==> src/rtl/cva6_pma_pkg.sv <==
// Shared types and register map for the runtime-programmable PMA table.
// Region fields are always 64 bits wide; lookups compare the low AddrWidth bits.
package cva6_pma_pkg;

  localparam int unsigned PMA_AW = 64;

  typedef struct packed {
    logic executable;
    logic idempotent;
    logic cacheable;
  } pma_attr_t;

  typedef struct packed {
    logic [PMA_AW-1:0] base;
    logic [PMA_AW-1:0] length;
    pma_attr_t         attr;
    logic              enable;
    logic              lock;
  } pma_region_t;

  // Per-region offsets (low 5 bits) and global register offsets.
  localparam logic [4:0] OFF_BASE   = 5'h00;
  localparam logic [4:0] OFF_LENGTH = 5'h08;
  localparam logic [4:0] OFF_ATTR   = 5'h10;
  localparam logic [7:0] OFF_CTRL   = 8'hF0;
  localparam logic [7:0] OFF_STATUS = 8'hF8;

  localparam int unsigned ATTR_EN_BIT   = 3;
  localparam int unsigned ATTR_LOCK_BIT = 7;

  typedef enum logic [1:0] {
    ST_IDLE  = 2'd0,
    ST_DRAIN = 2'd1,
    ST_SWAP  = 2'd2
  } pma_state_e;

  function automatic pma_region_t region_rst(input logic [PMA_AW-1:0] base,
                                             input logic [PMA_AW-1:0] length);
    pma_region_t r;
    r.base   = base;
    r.length = length;
    r.attr   = '1;
    r.enable = 1'b1;
    r.lock   = 1'b0;
    return r;
  endfunction

endpackage

==> src/rtl/cva6_pma_match.sv <==
// Combinational priority matcher: lowest enabled region whose
// window contains the address wins; a miss returns DefaultAttr.
module cva6_pma_match
  import cva6_pma_pkg::*;
#(
  parameter int unsigned NrRegions   = 4,
  parameter int unsigned AddrWidth   = 64,
  parameter logic [2:0]  DefaultAttr = 3'b100
) (
  input  logic [AddrWidth-1:0]          addr,
  input  pma_region_t [NrRegions-1:0]   regions,
  output logic                          hit,
  output logic [2:0]                    idx,
  output pma_attr_t                     attr
);

  logic [NrRegions-1:0] match;
  logic                 unused_lock;

  for (genvar i = 0; i < NrRegions; i++) begin : g_cmp
    logic [AddrWidth-1:0] off;
    // Unsigned wrap makes addr < base a huge offset, so it never matches.
    assign off      = addr - regions[i].base[AddrWidth-1:0];
    assign match[i] = regions[i].enable && (off < regions[i].length[AddrWidth-1:0]);
  end

  always_comb begin
    unused_lock = 1'b0;
    for (int i = 0; i < int'(NrRegions); i++) unused_lock ^= regions[i].lock;
  end

  always_comb begin
    hit  = 1'b0;
    idx  = '0;
    attr = pma_attr_t'(DefaultAttr);
    for (int i = int'(NrRegions) - 1; i >= 0; i--) begin
      if (match[i]) begin
        hit  = 1'b1;
        idx  = 3'(i);
        attr = regions[i].attr;
      end
    end
  end

endmodule

==> src/rtl/cva6_pma_table.sv <==
// PMA table top: shadow/active region copies, config port, commit FSM
// and a two-stage lookup pipeline (S1 address register, S2 match result).
module cva6_pma_table
  import cva6_pma_pkg::*;
#(
  parameter int unsigned NrRegions   = 4,
  parameter int unsigned AddrWidth   = 64,
  parameter logic [63:0] RstBase     = 64'h8000_0000,
  parameter logic [63:0] RstLength   = 64'h4000_0000,
  parameter logic [2:0]  DefaultAttr = 3'b100
) (
  input  logic                 clk_i,
  input  logic                 rst_ni,
  input  logic                 cfg_req_i,
  input  logic                 cfg_we_i,
  input  logic [7:0]           cfg_addr_i,
  input  logic [63:0]          cfg_wdata_i,
  output logic                 cfg_gnt_o,
  output logic                 cfg_rvalid_o,
  output logic [63:0]          cfg_rdata_o,
  output logic                 cfg_err_o,
  input  logic                 lookup_valid_i,
  output logic                 lookup_ready_o,
  input  logic [AddrWidth-1:0] lookup_addr_i,
  output logic                 resp_valid_o,
  output logic                 resp_hit_o,
  output logic [2:0]           resp_idx_o,
  output logic [2:0]           resp_attr_o
);

  localparam int unsigned STAGES = 2;

  pma_region_t [NrRegions-1:0] shadow, active;
  pma_state_e                  state_q, state_d;
  logic                        pending_q;

  // ---------------- config decode ----------------
  logic [2:0]           cfg_idx;
  logic [4:0]           cfg_sub;
  logic [NrRegions-1:0] reg_sel;
  logic                 sel_ctrl, sel_status, sel_reg, locked_sel;
  logic                 cfg_fire, cfg_bad, commit;
  logic [63:0]          rdata_d;

  assign cfg_idx    = cfg_addr_i[7:5];
  assign cfg_sub    = cfg_addr_i[4:0];
  assign sel_ctrl   = (cfg_addr_i == OFF_CTRL);
  assign sel_status = (cfg_addr_i == OFF_STATUS);

  always_comb begin
    reg_sel    = '0;
    locked_sel = 1'b0;
    rdata_d    = '0;
    for (int i = 0; i < int'(NrRegions); i++) begin
      reg_sel[i] = (cfg_idx == 3'(i));
      if (reg_sel[i]) begin
        locked_sel = active[i].lock;
        case (cfg_sub)
          OFF_BASE:   rdata_d = shadow[i].base;
          OFF_LENGTH: rdata_d = shadow[i].length;
          OFF_ATTR:   rdata_d = {56'b0, shadow[i].lock, 3'b0, shadow[i].enable, shadow[i].attr};
          default:    rdata_d = '0;
        endcase
      end
    end
    if (sel_status) rdata_d = {61'b0, state_q, pending_q};
  end

  assign sel_reg  = (|reg_sel) &&
                    (cfg_sub == OFF_BASE || cfg_sub == OFF_LENGTH || cfg_sub == OFF_ATTR);
  assign cfg_bad  = !(sel_ctrl || sel_status || sel_reg) ||
                    (sel_reg && cfg_we_i && locked_sel);
  assign cfg_gnt_o = (state_q == ST_IDLE);
  assign cfg_fire  = cfg_req_i && cfg_gnt_o;
  assign commit    = cfg_fire && cfg_we_i && sel_ctrl && cfg_wdata_i[0];

  always_ff @(posedge clk_i or negedge rst_ni) begin
    if (!rst_ni) begin
      cfg_rvalid_o <= 1'b0;
      cfg_err_o    <= 1'b0;
      cfg_rdata_o  <= '0;
    end else begin
      cfg_rvalid_o <= cfg_fire;
      cfg_err_o    <= cfg_fire && cfg_bad;
      cfg_rdata_o  <= (cfg_fire && !cfg_we_i && !cfg_bad) ? rdata_d : '0;
    end
  end

  // ---------------- shadow / active tables ----------------
  always_ff @(posedge clk_i or negedge rst_ni) begin
    if (!rst_ni) begin
      for (int i = 0; i < int'(NrRegions); i++)
        shadow[i] <= (i == 0) ? region_rst(RstBase, RstLength) : pma_region_t'('0);
    end else if (cfg_fire && cfg_we_i && !cfg_bad && sel_reg) begin
      for (int i = 0; i < int'(NrRegions); i++) begin
        if (reg_sel[i]) begin
          case (cfg_sub)
            OFF_BASE:   shadow[i].base   <= cfg_wdata_i;
            OFF_LENGTH: shadow[i].length <= cfg_wdata_i;
            OFF_ATTR: begin
              shadow[i].attr   <= pma_attr_t'(cfg_wdata_i[2:0]);
              shadow[i].enable <= cfg_wdata_i[ATTR_EN_BIT];
              shadow[i].lock   <= cfg_wdata_i[ATTR_LOCK_BIT];
            end
            default: ;
          endcase
        end
      end
    end
  end

  // Locked regions are frozen until reset: the swap leaves them alone.
  always_ff @(posedge clk_i or negedge rst_ni) begin
    if (!rst_ni) begin
      for (int i = 0; i < int'(NrRegions); i++)
        active[i] <= (i == 0) ? region_rst(RstBase, RstLength) : pma_region_t'('0);
    end else if (state_q == ST_SWAP) begin
      for (int i = 0; i < int'(NrRegions); i++)
        if (!active[i].lock) active[i] <= shadow[i];
    end
  end

  // ---------------- commit FSM ----------------
  logic lookup_fire;

  assign lookup_ready_o = (state_q == ST_IDLE);
  assign lookup_fire    = lookup_valid_i && lookup_ready_o;

  always_comb begin
    state_d = state_q;
    case (state_q)
      ST_IDLE:  if (commit) state_d = ST_DRAIN;
      // Nothing enters S1 outside IDLE, so S1 is empty once this cycle ends.
      ST_DRAIN: if (!lookup_fire) state_d = ST_SWAP;
      ST_SWAP:  state_d = ST_IDLE;
      default:  state_d = ST_IDLE;
    endcase
  end

  always_ff @(posedge clk_i or negedge rst_ni) begin
    if (!rst_ni) begin
      state_q   <= ST_IDLE;
      pending_q <= 1'b0;
    end else begin
      state_q <= state_d;
      if (commit)                  pending_q <= 1'b1;
      else if (state_q == ST_SWAP) pending_q <= 1'b0;
    end
  end

  // ---------------- lookup pipeline ----------------
  logic [STAGES:1]      vld_pipe;
  logic [AddrWidth-1:0] s1_addr;
  logic                 m_hit;
  logic [2:0]           m_idx;
  pma_attr_t            m_attr;

  cva6_pma_match #(
    .NrRegions   (NrRegions),
    .AddrWidth   (AddrWidth),
    .DefaultAttr (DefaultAttr)
  ) u_match (
    .addr    (s1_addr),
    .regions (active),
    .hit     (m_hit),
    .idx     (m_idx),
    .attr    (m_attr)
  );

  always_ff @(posedge clk_i or negedge rst_ni) begin
    if (!rst_ni) begin
      vld_pipe    <= '0;
      s1_addr     <= '0;
      resp_hit_o  <= 1'b0;
      resp_idx_o  <= '0;
      resp_attr_o <= '0;
    end else begin
      vld_pipe <= {vld_pipe[STAGES-1:1], lookup_fire};
      if (lookup_fire) s1_addr <= lookup_addr_i;
      if (vld_pipe[1]) begin
        resp_hit_o  <= m_hit;
        resp_idx_o  <= m_idx;
        resp_attr_o <= m_attr;
      end
    end
  end

  assign resp_valid_o = vld_pipe[STAGES];

endmodule

==> config.mk <==
export PLATFORM = sky130hd
export DESIGN_NAME = cva6_pma_table
export DESIGN_NICKNAME = d
export VERILOG_FILES = /design/src/rtl/cva6_pma_pkg.sv /design/src/rtl/cva6_pma_match.sv /design/src/rtl/cva6_pma_table.sv
export SDC_FILE = /design/constraint.sdc
export NUM_CORES = 2
export LEC_CHECK = 0
export ABC_AREA = 1
export BUFFER_PORTS_ARGS = -buffer_cell sky130_fd_sc_hd__buf_2
export CORE_ASPECT_RATIO = 2
export CORE_MARGIN = 2
export CORE_UTILIZATION = 35
export CTS_CLUSTER_DIAMETER = 150
export CTS_CLUSTER_SIZE = 40
export DETAILED_ROUTE_END_ITERATION = 7
export SLEW_MARGIN = 20
export SYNTH_ARGS = -nofsm -noshare
export SYNTH_HDL_FRONTEND = slang
export SYNTH_SLANG_ARGS = --single-unit
export TNS_END_PERCENT = 100
==> constraint.sdc <==
create_clock -name clk_i -period 4.1 [get_ports clk_i]
set_clock_uncertainty 0.05 [all_clocks]
set_input_delay 0.82 -clock clk_i [delete_from_list [all_inputs] [get_ports clk_i]]
set_output_delay 0.82 -clock clk_i [all_outputs]
set_load 0.05 [all_outputs]
==> metrics.log <==
INFO  metric status = finished, violations left
INFO  metric failed_checks = setup timing
INFO  metric die_x = 323 um
INFO  metric synth.yosys.seq_area_share = 42.5%
INFO  metric synth_area_leader_cell = sky130_fd_sc_hd__dfrtp_1
INFO  metric vdd_drop_max = 0.000441 V
INFO  metric dpl.hpwl = 303 mm
INFO  metric cts.clk_slew.worst_paths = 0.16 ns
INFO  metric cts_htree_levels = 2
INFO  metric setup_viol = 6
INFO  metric gp_congestion = 1.06
INFO  metric async_flop_share = 100%
INFO  metric timing.max_slew.rel_slack = 33.2%
INFO  metric ys_ff_latch = 1,205
INFO  metric clkSinkCount = 1,205
INFO  metric synth_enable_flop_cells = 0
INFO  metric remaining_drc_errors = 0
INFO  metric final_design_area_no_fill = 0.0941 mm2
INFO  metric route.vias.total = 72,045
INFO  metric numCtsBuffers = 36
INFO  metric grt_setup_unrepaired = yes
INFO  metric hold_path.startpoint = lookup_addr_i[3]
INFO  metric tritoncts_clock_tree = built
INFO  metric area.growth.synth_to_final = 32.6%
INFO  metric worst_pin_slew = 1.00 ns
INFO  metric cap_violations = 0
INFO  metric hold_crit_class = in2reg
INFO  metric critical_path_peak_fanout = 4
INFO  metric fp.dieH = 641 um
INFO  metric ctsRootBufferMaster = sky130_fd_sc_hd__clkbuf_16
INFO  metric initial_core_util = 35.2%
INFO  metric grt_overflow = 0
INFO  metric critPathRequiredTime = 4.69 ns
INFO  metric post-route-period-util = 111%
INFO  metric drtAntennaViolNets = 0
INFO  metric drt_first_pass_iters = 6
INFO  metric timing.hold.worst_endpoint = s1_addr[3]$_DFFE_PN0P_
INFO  metric grt_antenna_before_repair = 11
INFO  metric average_via_count_per_standard_cell = 5.27
INFO  metric via_count_of_the_first_global_routing_pass = 73,905
INFO  metric fin_cells = 13,676
INFO  metric dp.cells = 13,545
INFO  metric seq_area = 0.0302 mm2
INFO  metric path_common_cell = sky130_fd_sc_hd__nand2_1
INFO  metric synth.most_common_cell = sky130_fd_sc_hd__nand2_1
INFO  metric globalRouteTotalUtil = 35.8%
INFO  metric hold-worst-slack = 0.212 ns
INFO  metric static-leakage-power = 44.2 nW
INFO  metric totalPowerFinal = 29.3 mW
INFO  metric cp.buffers_inverters = 9
INFO  metric num-fill-cells = 20,443
INFO  metric setup_ws = -0.443 ns
INFO  metric hold_depth = 3
INFO  metric powerDensity = 311 mW/mm2
INFO  metric path_class = reg2reg
INFO  metric critical_path.reg2reg.startpoint = s1_addr[46]$_DFFE_PN0P_
INFO  metric synth.avg_cell_area = 7.75 um2
INFO  metric yosys-top-cells-area = sky130_fd_sc_hd__dfrtp_1 (42%), sky130_fd_sc_hd__nand2_1 (9.6%), sky130_fd_sc_hd__ha_1 (8.9%)
INFO  metric hold_violations = 0
INFO  metric period_needed = 4.54 ns
INFO  metric critPathMaxStageDelay = 0.52 ns
INFO  metric route.final.wire_length = 375 mm
INFO  metric worst_ep_arrival_time = 5.14 ns
INFO  metric post-synth-top-area-fraction = 42.0%
INFO  metric critical-path-slowest-cell = sky130_fd_sc_hd__dfrtp_2
INFO  metric drive_above_1_share = 26.0%
INFO  metric portBuffers = 215
INFO  metric multiInputGateArea = 0.0373 mm2
INFO  metric place_ws = -1.37 ns
INFO  metric synth.cell_area = 0.0710 mm2
INFO  metric core_region_area = 0.201 mm2
INFO  metric drt-wirelength-per-cell = 27.4 um
INFO  metric final-max-slew-violation-count = 0
INFO  metric cp-end-kind = flip-flop
INFO  metric ff2ff_path_depth = 28
INFO  metric worst-r2r-setup-slack = -0.44 ns
INFO  metric cp_top_delay_family = simple AND/OR/NAND/NOR gates
INFO  metric synth_commonest_cells = sky130_fd_sc_hd__nand2_1 (1,825), sky130_fd_sc_hd__inv_1 (1,385), sky130_fd_sc_hd__dfrtp_1 (1,193)
INFO  metric setup.worst_path.start_class = flip-flop
INFO  metric yosys.cell_types.count = 53
INFO  metric grt_max_degree = 119
INFO  metric detailed_place.area = 0.0890 mm2
INFO  metric grt_first_pass_wirelength = 523 mm
INFO  metric finalNetCount = 11,601
INFO  metric cts_max_path_buffers = 3
INFO  metric floorplan.io_pins = 217
INFO  metric achievable-frequency = 0.220 GHz
INFO  metric worstSkewPairLatency = 0.73 ns
INFO  metric yosysWarnings = 0
INFO  metric synth_nets = 9,817
INFO  metric fp.dieArea = 0.207 mm2
INFO  metric syn-instance-count = 9,168
INFO  metric timing.rr.end = resp_attr_o[1]$_DFFE_PN0P_
INFO  metric dr.first_iter.drc_count = 5,914
INFO  metric floorplan.rows = 233
INFO  metric synth-main-ff-cell = sky130_fd_sc_hd__dfrtp_1
[worst reg2reg max path, delay by kind of cell, from the launching register on]
kind                     cells  cell delay [ns]
AO/OA/AOI/OAI                2             0.24
AND/OR/NAND/NOR             14             1.69
buffers and inverters        9             1.13
flip-flops                   1             0.52
XOR/XNOR                     1             0.22
adder cells (fa/ha/maj)      2             0.62
[sequential cells by signal (all words and copies together) (netlist names)]
register / flops
active: 532
shadow: 532
cfg_rdata_o: 64
s1_addr: 64
resp_attr_o: 3
resp_idx_o: 2
state_q: 2
vld_pipe: 2
cfg_err_o: 1
cfg_rvalid_o: 1
pending_q: 1
resp_hit_o: 1
[worst max-delay path by stage]
stage,slack [ns],from,cells after the start,endpoint
after global placement,-1.41,active[356]$_DFFE_PN0P_,31,resp_attr_o[2]$_DFFE_PN0P_
final,-0.44,s1_addr[46]$_DFFE_PN0P_,28,resp_attr_o[1]$_DFFE_PN0P_
after floorplan,0.37,s1_addr[0]$_DFFE_PN0P_,29,resp_attr_o[2]$_DFFE_PN0P_
after global routing,-0.65,s1_addr[0]$_DFFE_PN0P_,33,resp_attr_o[2]$_DFFE_PN0P_
after detailed placement,-1.37,active[356]$_DFFE_PN0P_,31,resp_attr_o[2]$_DFFE_PN0P_
after CTS,-0.43,s1_addr[0]$_DFFE_PN0P_,35,resp_attr_o[0]$_DFFE_PN0P_
[cells in the final DEF (no fill, tap or decap), types with 23 or more instances in the layout]
cell type                   instances
sky130_fd_sc_hd__buf_4           1730
sky130_fd_sc_hd__nand2_1         1709
sky130_fd_sc_hd__inv_1           1349
sky130_fd_sc_hd__dfrtp_1         1168
sky130_fd_sc_hd__o21ai_0          817
sky130_fd_sc_hd__a21oi_1          656
sky130_fd_sc_hd__nor2_1           652
sky130_fd_sc_hd__ha_1             443
sky130_fd_sc_hd__o21ai_1          297
sky130_fd_sc_hd__buf_2            214
sky130_fd_sc_hd__nand3_1          158
sky130_fd_sc_hd__xor2_1           135
sky130_fd_sc_hd__buf_12           111
sky130_fd_sc_hd__o22ai_1          103
sky130_fd_sc_hd__inv_2             94
sky130_fd_sc_hd__a31oi_1           92
sky130_fd_sc_hd__nand2_2           91
sky130_fd_sc_hd__a21oi_2           90
sky130_fd_sc_hd__nor2_2            81
sky130_fd_sc_hd__xnor2_1           65
sky130_fd_sc_hd__a221oi_1          64
sky130_fd_sc_hd__a211oi_1          63
sky130_fd_sc_hd__ha_4              50
sky130_fd_sc_hd__nand4_1           47
sky130_fd_sc_hd__nor3_1            42
sky130_fd_sc_hd__clkbuf_16         38
sky130_fd_sc_hd__buf_6             36
sky130_fd_sc_hd__o21a_1            32
sky130_fd_sc_hd__o32ai_1           32
sky130_fd_sc_hd__a21o_1            29
sky130_fd_sc_hd__nor2_4            28
sky130_fd_sc_hd__o2111ai_1         27
sky130_fd_sc_hd__a21oi_4           26
sky130_fd_sc_hd__o21bai_1          26
sky130_fd_sc_hd__a32oi_1           26
sky130_fd_sc_hd__dfrtp_2           25
sky130_fd_sc_hd__o21ai_2           24
sky130_fd_sc_hd__nand3_2           23
[per-stage QoR]
step | setup TNS, ns | util [%]
finish | -2.43 | 46.7
global route | -3.56 | 46.7
CTS | -2.43 | 46.1
detailed placement | -7.57 | 44.2
global placement | -7.97 | 44.2
floorplan | 0 | -
[repair_timing]
| action | 4_1_cts | 5_1_grt |
|---|---|---|
| hold endpoints to repair | 2 | 0 |
| resized for setup | 562 | 304 |
| hold buffers | 1 | 0 |
| setup endpoints to repair | 6 | 6 |
| buffers inserted | 51 | 24 |
| pin swaps | 106 | 128 |
[metal layers]
metal	track usage [%]	routed length, um	share of wire, %	up-vias
met3	3.61	17100	4.6	1067
met5	0	34	0.0091	-
li1	-	-	-	33597
met1	36.2	126000	34	34710
met2	63.5	186000	50	2667
met4	34.9	46100	12	4
[cell families (layout without fill, tap and decap cells)]
group | Yosys count | count (layout) | synth area share, %
xor gates and xnor gates | 234 | 234 | 2.89
buffers and inverters | 1797 | 3597 | 9.71
other | 1 | 7 | 0.00528
DFF | 1205 | 1205 | 42.5
and+or+nand+nor | 2920 | 2920 | 16.2
muxes | 7 | 7 | 0.111
adders and majority gates | 508 | 508 | 8.99
AOI/OAI and AO/OA | 2496 | 2496 | 19.6
[power breakdown]
group          switching [mW]  internal (mW)  total, mW  leakage [nW]
clock                    4.01           1.77       5.77         0.508
combinational            6.51           4.80       11.3          27.5
sequential              0.138           12.0       12.2          16.3
total                    10.7           18.6       29.3          44.2
[area by class of cell]
class	count	area share [%]
multi-input combinational	6166	39.7
sequential	1205	32.1
timing repair buffer	2093	17.8
inverter	1450	5.80
tap	2702	3.59
clock buffer	51	1.06
clock inverter	3	0.0558
antenna	6	0.0159
No activity file was read; power rests on OpenSTA's default activity.
